### config.mk
export PLATFORM = sky130hd
export DESIGN_NAME = ro_pair_compare
export DESIGN_NICKNAME = d
export VERILOG_FILES = /design/src/rtl/ro_pair_compare.sv
export SDC_FILE = /design/constraint.sdc
export NUM_CORES = 1
export LEC_CHECK = 0
export BUFFER_PORTS_ARGS = -buffer_cell sky130_fd_sc_hd__buf_4
export CAP_MARGIN = 30
export CORE_MARGIN = 4
export CORE_UTILIZATION = 40
export CTS_CLUSTER_SIZE = 16
export DETAILED_ROUTE_END_ITERATION = 16
export SYNTH_ARGS = -nofsm -noshare
export SYNTH_HDL_FRONTEND = slang
export SYNTH_SLANG_ARGS = --single-unit
### constraint.sdc
create_clock -name clk -period 2.73 [get_ports clk]
set_input_delay 0.1365 -clock clk [delete_from_list [all_inputs] [get_ports clk]]
set_output_delay 0.1365 -clock clk [all_outputs]
set_load 0.01 [all_outputs]
### src/rtl/ro_pair_compare.sv
// Measurement controller for a bank of ring-oscillator pairs: clears and gates a pair of
// edge counters, compares the two counts, and builds one response bit per pair into a word.
module ro_pair_compare #(
   parameter int unsigned CNT_W  = 12,
   parameter int unsigned WINDOW = 1024,
   parameter int unsigned SETTLE = 4,
   parameter int unsigned RESP_W = 8,
   parameter int unsigned SEL_W  = 3
) (
   input  logic              clk,
   input  logic              reset,
   input  logic              start,
   input  logic [CNT_W-1:0]  count_a,
   input  logic [CNT_W-1:0]  count_b,
   output logic              cnt_clr,
   output logic              cnt_en,
   output logic [SEL_W-1:0]  pair_sel,
   output logic              busy,
   output logic [RESP_W-1:0] resp,
   output logic              resp_valid,
   output logic              tie_flag,
   output logic              ovf_flag
);

   localparam int unsigned WIN_W = (WINDOW > 1) ? $clog2(WINDOW) : 1;
   localparam int unsigned SET_W = (SETTLE > 1) ? $clog2(SETTLE) : 1;

   typedef enum logic [2:0] {
      S_IDLE,
      S_CLEAR,
      S_MEASURE,
      S_SETTLE,
      S_COMPARE,
      S_DONE
   } state_t;

   state_t           state;
   logic [WIN_W-1:0] win_cnt;
   logic [SET_W-1:0] set_cnt;

   logic cmp_bit_c;
   logic tie_c;
   logic ovf_c;
   logic last_pair_c;

   // Compare terms for the pair currently under measurement.
   always_comb begin
      cmp_bit_c   = (count_a > count_b);
      tie_c       = (count_a == count_b);
      ovf_c       = (&count_a) | (&count_b);
      last_pair_c = (pair_sel == SEL_W'(RESP_W - 1));
   end

   // Sequencer; every output is registered so cnt_clr/cnt_en are glitch-free to the counters.
   always_ff @(posedge clk or negedge reset) begin
      if (!reset) begin
         state      <= S_IDLE;
         win_cnt    <= '0;
         set_cnt    <= '0;
         cnt_clr    <= 1'b0;
         cnt_en     <= 1'b0;
         pair_sel   <= '0;
         busy       <= 1'b0;
         resp       <= '0;
         resp_valid <= 1'b0;
         tie_flag   <= 1'b0;
         ovf_flag   <= 1'b0;
      end else begin
         case (state)
            S_IDLE: begin
               if (start) begin
                  state    <= S_CLEAR;
                  cnt_clr  <= 1'b1;
                  pair_sel <= '0;
                  tie_flag <= 1'b0;
                  ovf_flag <= 1'b0;
                  resp     <= '0;
                  busy     <= 1'b1;
               end
            end
            S_CLEAR: begin
               state   <= S_MEASURE;
               cnt_clr <= 1'b0;
               cnt_en  <= 1'b1;
               win_cnt <= '0;
            end
            S_MEASURE: begin
               if (win_cnt == WIN_W'(WINDOW - 1)) begin
                  state   <= S_SETTLE;
                  cnt_en  <= 1'b0;
                  set_cnt <= '0;
               end else begin
                  win_cnt <= win_cnt + WIN_W'(1);
               end
            end
            S_SETTLE: begin
               if (set_cnt == SET_W'(SETTLE - 1)) begin
                  state <= S_COMPARE;
               end else begin
                  set_cnt <= set_cnt + SET_W'(1);
               end
            end
            S_COMPARE: begin
               for (int unsigned i = 0; i < RESP_W; i++) begin
                  if (pair_sel == SEL_W'(i)) resp[i] <= cmp_bit_c;
               end
               if (tie_c) tie_flag <= 1'b1;
               if (ovf_c) ovf_flag <= 1'b1;
               if (last_pair_c) begin
                  state      <= S_DONE;
                  resp_valid <= 1'b1;
               end else begin
                  state    <= S_CLEAR;
                  cnt_clr  <= 1'b1;
                  pair_sel <= pair_sel + SEL_W'(1);
               end
            end
            S_DONE: begin
               state      <= S_IDLE;
               resp_valid <= 1'b0;
               busy       <= 1'b0;
            end
            default: begin
               state <= S_IDLE;
            end
         endcase
      end
   end

endmodule
==> flow_summary.toml, run 1 <==
[power_and_ir_drop]
total_power_mw = 1.033
p_leak_nw = 1.217
ir_drop_uv = 184.6
power.density_nw_per_um2 = 395.6

[routing]
vias_per_cell = 5.535
ant_nets = 0
wl_per_cell_um = 14.79
wirelength_um = 5280
dr.pass1.iters = 4
num_vias = 1976
drt_iter0_markers = 200
route.detailed.drc = 0

[worst_setup_path]
critPathCaptureType = "flip-flop"
cpMaxStageDelayCell = "dfrtp_1"
cp.arrival_ns = 2.13
crit_chain = "or2_2, nor2_1, nand4_1, o21ai_0"
path_buf_inv = 0
critPathKind = "reg2reg"
crit_required_ns = 2.94
path_delay_family = "simple AND/OR/NAND/NOR gates"
path_max_fanout = 21
start_kind = "flip-flop"
worst_path_largest_cell_delay_ns = 0.60

[floorplan]
die_area_um2 = 6552
rows = 26
ios = 44
die_w_um = 80.95
initial_core_util = 0.4141
die_h_um = 80.95
fp.coreArea_um2 = 5140

[sta]
relSlewSlack = 0.5447
skew_ns = 0.008650
period_share = 0.7064
worstMarginPinSlew_ns = 0.6815
slew_viol_final = 0
setup-tns-final_ns = 0
rsz0062_at_grt = "false"
hold_viol_final = 0
setup_viol = 0
fin_crit_ns = 1.928
whs_ns = 0.2217
fmax_mhz = 518.6

[global_route]
grt_start_max_net_pins = 33
grt_pass1_wl_um = 9356
antenna_found_initial = 0
gr-usage-all-layers = 0.1818
overflow = 0
first_global_vias = 1914

[clock_network]
clock_path_buffers = 2
tritoncts = "built"
insertion_delay_ns = 0.29
cts_root_buf = "clkbuf_8"
clock_sinks = 32
cts_resized = 0
cts_buffers = 5
cts.clk_slew.worst_paths_ns = 0.07
cts_max_level = 2

[synthesis]
ys_top_cells_by_count = "dfrtp_1 (32), a21oi_1 (25), o21ai_0 (22)"
synthTopCellsByArea = "dfrtp_1 (38%), ha_1 (12%), a21oi_1 (5.9%)"
syn_avg_cell_area_um2 = 8.617
seq_area_frac_synth = 0.3762
synth_async_sr_flop_share = 1.000
synth_edf_count = 0
synth_cell_type_count = 40
yosys_warnings = 0
ys.flop_type = "dfrtp_1"
synthMostInstantiatedCell = "dfrtp_1"
synth_top_area_frac = 0.3762
ys_ff_latch = 32
synth_nets = 294
synth_top_cell_by_area = "dfrtp_1"
syn_inst = 247
syn-cell-area_um2 = 2128

[hold_path]
worst_hold_path_type = "in2reg"

[finish]
drive_gt1_frac = 0.2056
fillers = 524
n_antenna_cell = 0
synthToLayoutAreaGrowth_pct = 22.75
finish.net_count = 333
fin_cells = 357

[placement]
dp_hpwl_um = 3982
io_buffers = 43
placedCellCount = 348
gp_congestion = 0.8192

[job]
cap_violations = 0

[status]
status = "finished clean"
-- state kept, by name, indices dropped and copies added (netlist names) --
signal	cells
busy	1
ovf_flag	1
resp	8
set_cnt	2
cnt_clr	1
state	3
pair_sel	3
win_cnt	10
tie_flag	1
cnt_en	1
resp_valid	1
-- worst paths after layout --
check	from	end	slack (ns)	cells past startpoint
setup / recovery	state[1]	resp[4]	0.80	4
hold / removal	start	ovf_flag	0.22	4
setup reg to reg	state[1]	resp[4]	0.80	4
hold reg to reg	ovf_flag	ovf_flag	0.51	2
max in group asynchronous	reset	set_cnt[0]	2.09	2
min in group asynchronous	reset	win_cnt[9]	0.32	2
-- routing by layer --
layer	vias to the layer above	wire, um	global-route usage
met1	928	2548	0.2583
li1	990	-	-
met3	5	287	0.04656
met4	0	53	0.04561
met5	-	0	0
met2	53	2391	0.2750
-- area by class of cell --
class | instances | area (um2) | area share
Clock buffer | 6 | 72.57 | 0.02778
Clock inverter | 2 | 35.03 | 0.01341
Inverter | 20 | 75.07 | 0.02874
Multi-Input combinational cell | 182 | 1201 | 0.4598
Sequential cell | 32 | 800.8 | 0.3065
Tap cell | 70 | 87.58 | 0.03352
Timing Repair Buffer | 45 | 340.3 | 0.1303
-- layout by cell type, fill, tap and decap left out, types with 2 or more instances in the layout --
cell	n
mux2_2	3
nand4_1	14
or2_2	2
o211ai_1	3
buf_4	44
nor4_1	2
nor2b_1	5
nor3_1	13
a21oi_1	25
o31ai_1	2
ha_1	20
clkbuf_8	5
a22o_1	7
a31oi_1	7
nand2b_1	2
o22ai_1	5
o21ai_0	22
nor2_1	14
inv_1	20
dfrtp_1	32
nand3_1	9
nand2_1	11
-- through the flow --
| stage | area [um2] | setup slack, ns | util |
|---|---|---|---|
| detailed placement | 2495 | 0.8012 | 0.4854 |
| CTS | 2613 | 0.8020 | 0.5083 |
| global route | 2613 | 0.6218 | 0.5083 |
| floorplan | 2128 | 1.124 | - |
| global placement | 2495 | 0.8761 | 0.4854 |
| finish | 2613 | 0.8016 | 0.5083 |
-- cell families (layout without fill, tap and decap cells) --
group,after synthesis,after routing,synth area share
compound gates,82,82,0.2434
fa+ha+maj,20,20,0.1176
buf+inv,33,73,0.05937
flops,32,32,0.3763
mux,4,4,0.02058
simple gates,76,76,0.1828
-- what timing repair did --
action	in CTS	in global routing
setup buffers	0	0
endpoints found under the hold margin	32	0
hold buffers	1	0
-- power breakdown --
group / internal, mW / total (mW) / switching [mW]
logic: 0.0513 / 0.104 / 0.0531
registers: 0.476 / 0.477 / 0.00130
clock network: 0.271 / 0.452 / 0.181
total: 0.798 / 1.03 / 0.236
-- worst min-delay path: cells and delay by family --
kind / cells / cell delay (ns)
and+or+nand+nor: 2 / 0.14
AOI/OAI and AO/OA: 1 / 0.07
buffers and inverters: 1 / 0.12
No activity file was read; power rests on OpenSTA's default activity.
==> run 2, diff against run 1 <==
- clock period: 2.73 -> 1.7 ns (I/O delays scaled with it)
==> run 2 against run 1 <==
  * Final area up 7.8%
  * Critical path type unchanged
  * Non-clock buffer count grew 24
  * Critical endpoint is now state[0]
  * Combinational power up 72%
  * Clock skew is essentially flat
  * Clock power grew 61%
==> flow_summary.toml, run 2 (synthesis results as in run 1) <==
[worst_setup_path]
worst_path_largest_cell_delay_ns = 0.46
r2r_slack_ns = 0.09
crit_required_ns = 1.92
regToRegEndpoint = "state[0]"
critPathCaptureType = "flip-flop"
cp.arrival_ns = 1.83
r2r_start = "win_cnt[0]"
reg2reg_depth = 5
critPathKind = "reg2reg"
path_max_fanout = 7
start_kind = "flip-flop"
cpMaxStageDelayCell = "or3_4"
crit_chain = "ha_1, nand2_1, or3_4, mux2_2, o21ai_2"

[floorplan]
fp.coreArea_um2 = 5140
rows = 26
die_h_um = 80.95
die_area_um2 = 6552
die_w_um = 80.95
initial_core_util = 0.4141
ios = 44

[clock_network]
insertion_delay_ns = 0.28
cts_max_level = 2
cts_root_buf = "clkbuf_8"
tritoncts = "built"
cts_buffers = 5
cts.clk_slew.worst_paths_ns = 0.07
clock_path_buffers = 2
cts_setup_buffers = 0
clock_sinks = 32

[finish]
finish.net_count = 357
drive_gt1_frac = 0.2830
fillers = 532
largest_reg_flops = 10
final_util = 0.5480
largestRegisters = "win_cnt: 10 flops, resp: 8 flops"
final_cell_mix = "buf_4 (68), dfrtp_1 (32), a21oi_1 (25)"
fin_area_um2 = 2816
top_register = "win_cnt"
mostFrequentLayoutCell = "buf_4"
fin_cells = 381
n_antenna_cell = 0
synthToLayoutAreaGrowth_pct = 32.33

[placement]
gp_congestion = 0.8528
io_buffers = 43
placed_cell_area_um2 = 2675
dp_hpwl_um = 4245
placedCellCount = 372

[routing]
vias_per_cell = 5.501
num_vias = 2096
route.detailed.drc = 0
ant_nets = 0
wl_per_cell_um = 14.61
wirelength_um = 5566
drt_iter0_markers = 53
dr.pass1.iters = 4

[sta]
worstMarginPinSlew_ns = 0.4770
rsz0062_at_grt = "true"
fin_crit_ns = 1.608
skew_ns = 0.008956
slew_viol_final = 0
period_share = 0.9461
hold_viol_final = 0
setup_viol = 0
fmax_mhz = 621.7
relSlewSlack = 0.6809
setup-tns-final_ns = 0

[hold_path]
worst_hold_path_type = "in2reg"
hold_end = "ovf_flag"
min_from = "start"
holdPathStages = 4

[global_route]
gr-usage-all-layers = 0.1800
grt_pass1_wl_um = 9246
antenna_found_initial = 0
met2_usage = 0.2849
overflow = 0
first_global_vias = 2024
grt_start_max_net_pins = 33
use_met1 = 0.2479
use_met3 = 0.03104
busiest_layer = "met2"

[job]
cap_violations = 0

[power_and_ir_drop]
p_leak_nw = 1.340
ir_drop_uv = 513.5
power.density_nw_per_um2 = 593.9
total_power_mw = 1.673

[status]
status = "finished clean"
## run 2: changes by cell type in the layout (fill, tap and decap cells not counted), sizes merged
cell  previous run  this run
buf             44        68
## run 2: how the worst max path moves through the flow
stage                      startpoint          end  slack, ns  depth (start not counted)
after CTS                  win_cnt[0]     state[0]       0.03                          5
final                      win_cnt[0]     state[0]       0.09                          5
after global placement     count_a[1]      resp[6]      -0.03                          8
after floorplan           pair_sel[1]  pair_sel[0]       0.09                          6
after global routing       win_cnt[0]   win_cnt[4]     -0.005                          6
after detailed placement   count_a[1]      resp[7]      -0.07                          8
## run 2: final cells by class
class,instances,area [um2],share of cell area
multi-input cells,182,1225,0.4349
flip-flops and latches,32,800.8,0.2843
repair buffers,69,520.5,0.1848
well taps,70,87.58,0.03110
inverters,20,75.07,0.02665
clock buffers,6,72.57,0.02577
clock inverters,2,35.03,0.01244
## run 2: what timing repair did
action,CTS,global route
hold buffers,1,0
gates resized for setup,0,5
endpoints found under the setup margin,0,10
hold endpoints to repair,32,0
## run 2: metal layers
metal | routed length [um] | up-vias
li1 | - | 1039
met1 | 2645 | 986
met2 | 2549 | 59
met3 | 274 | 12
met4 | 97 | 0
met5 | 0 | -
## run 2: where the power goes
group / switching (mW) / total (mW) / internal [mW]
logic: 0.0891 / 0.179 / 0.0900
registers: 0.00228 / 0.766 / 0.764
clock network: 0.292 / 0.727 / 0.435
total: 0.384 / 1.67 / 1.29
## run 2: critical path: cells and delay by family, from the launching register on
kind / cells / cell delay (ns)
DFF: 1 / 0.37
muxes: 1 / 0.29
AOI/OAI and AO/OA: 1 / 0.10
and+or+nand+nor: 2 / 0.60
adders and majority gates: 1 / 0.19
## run 2: through the flow
| stage | worst slack (ns) | hold slack (ns) |
|---|---|---|
| after global routing | -0.005125 | 0.2176 |
| after floorplan | 0.09427 | -0.2106 |
| final | 0.09158 | 0.1854 |
| after detailed placement | -0.07140 | 0.05909 |
| after global placement | -0.03250 | 0.05708 |
| after CTS | 0.03306 | 0.1737 |
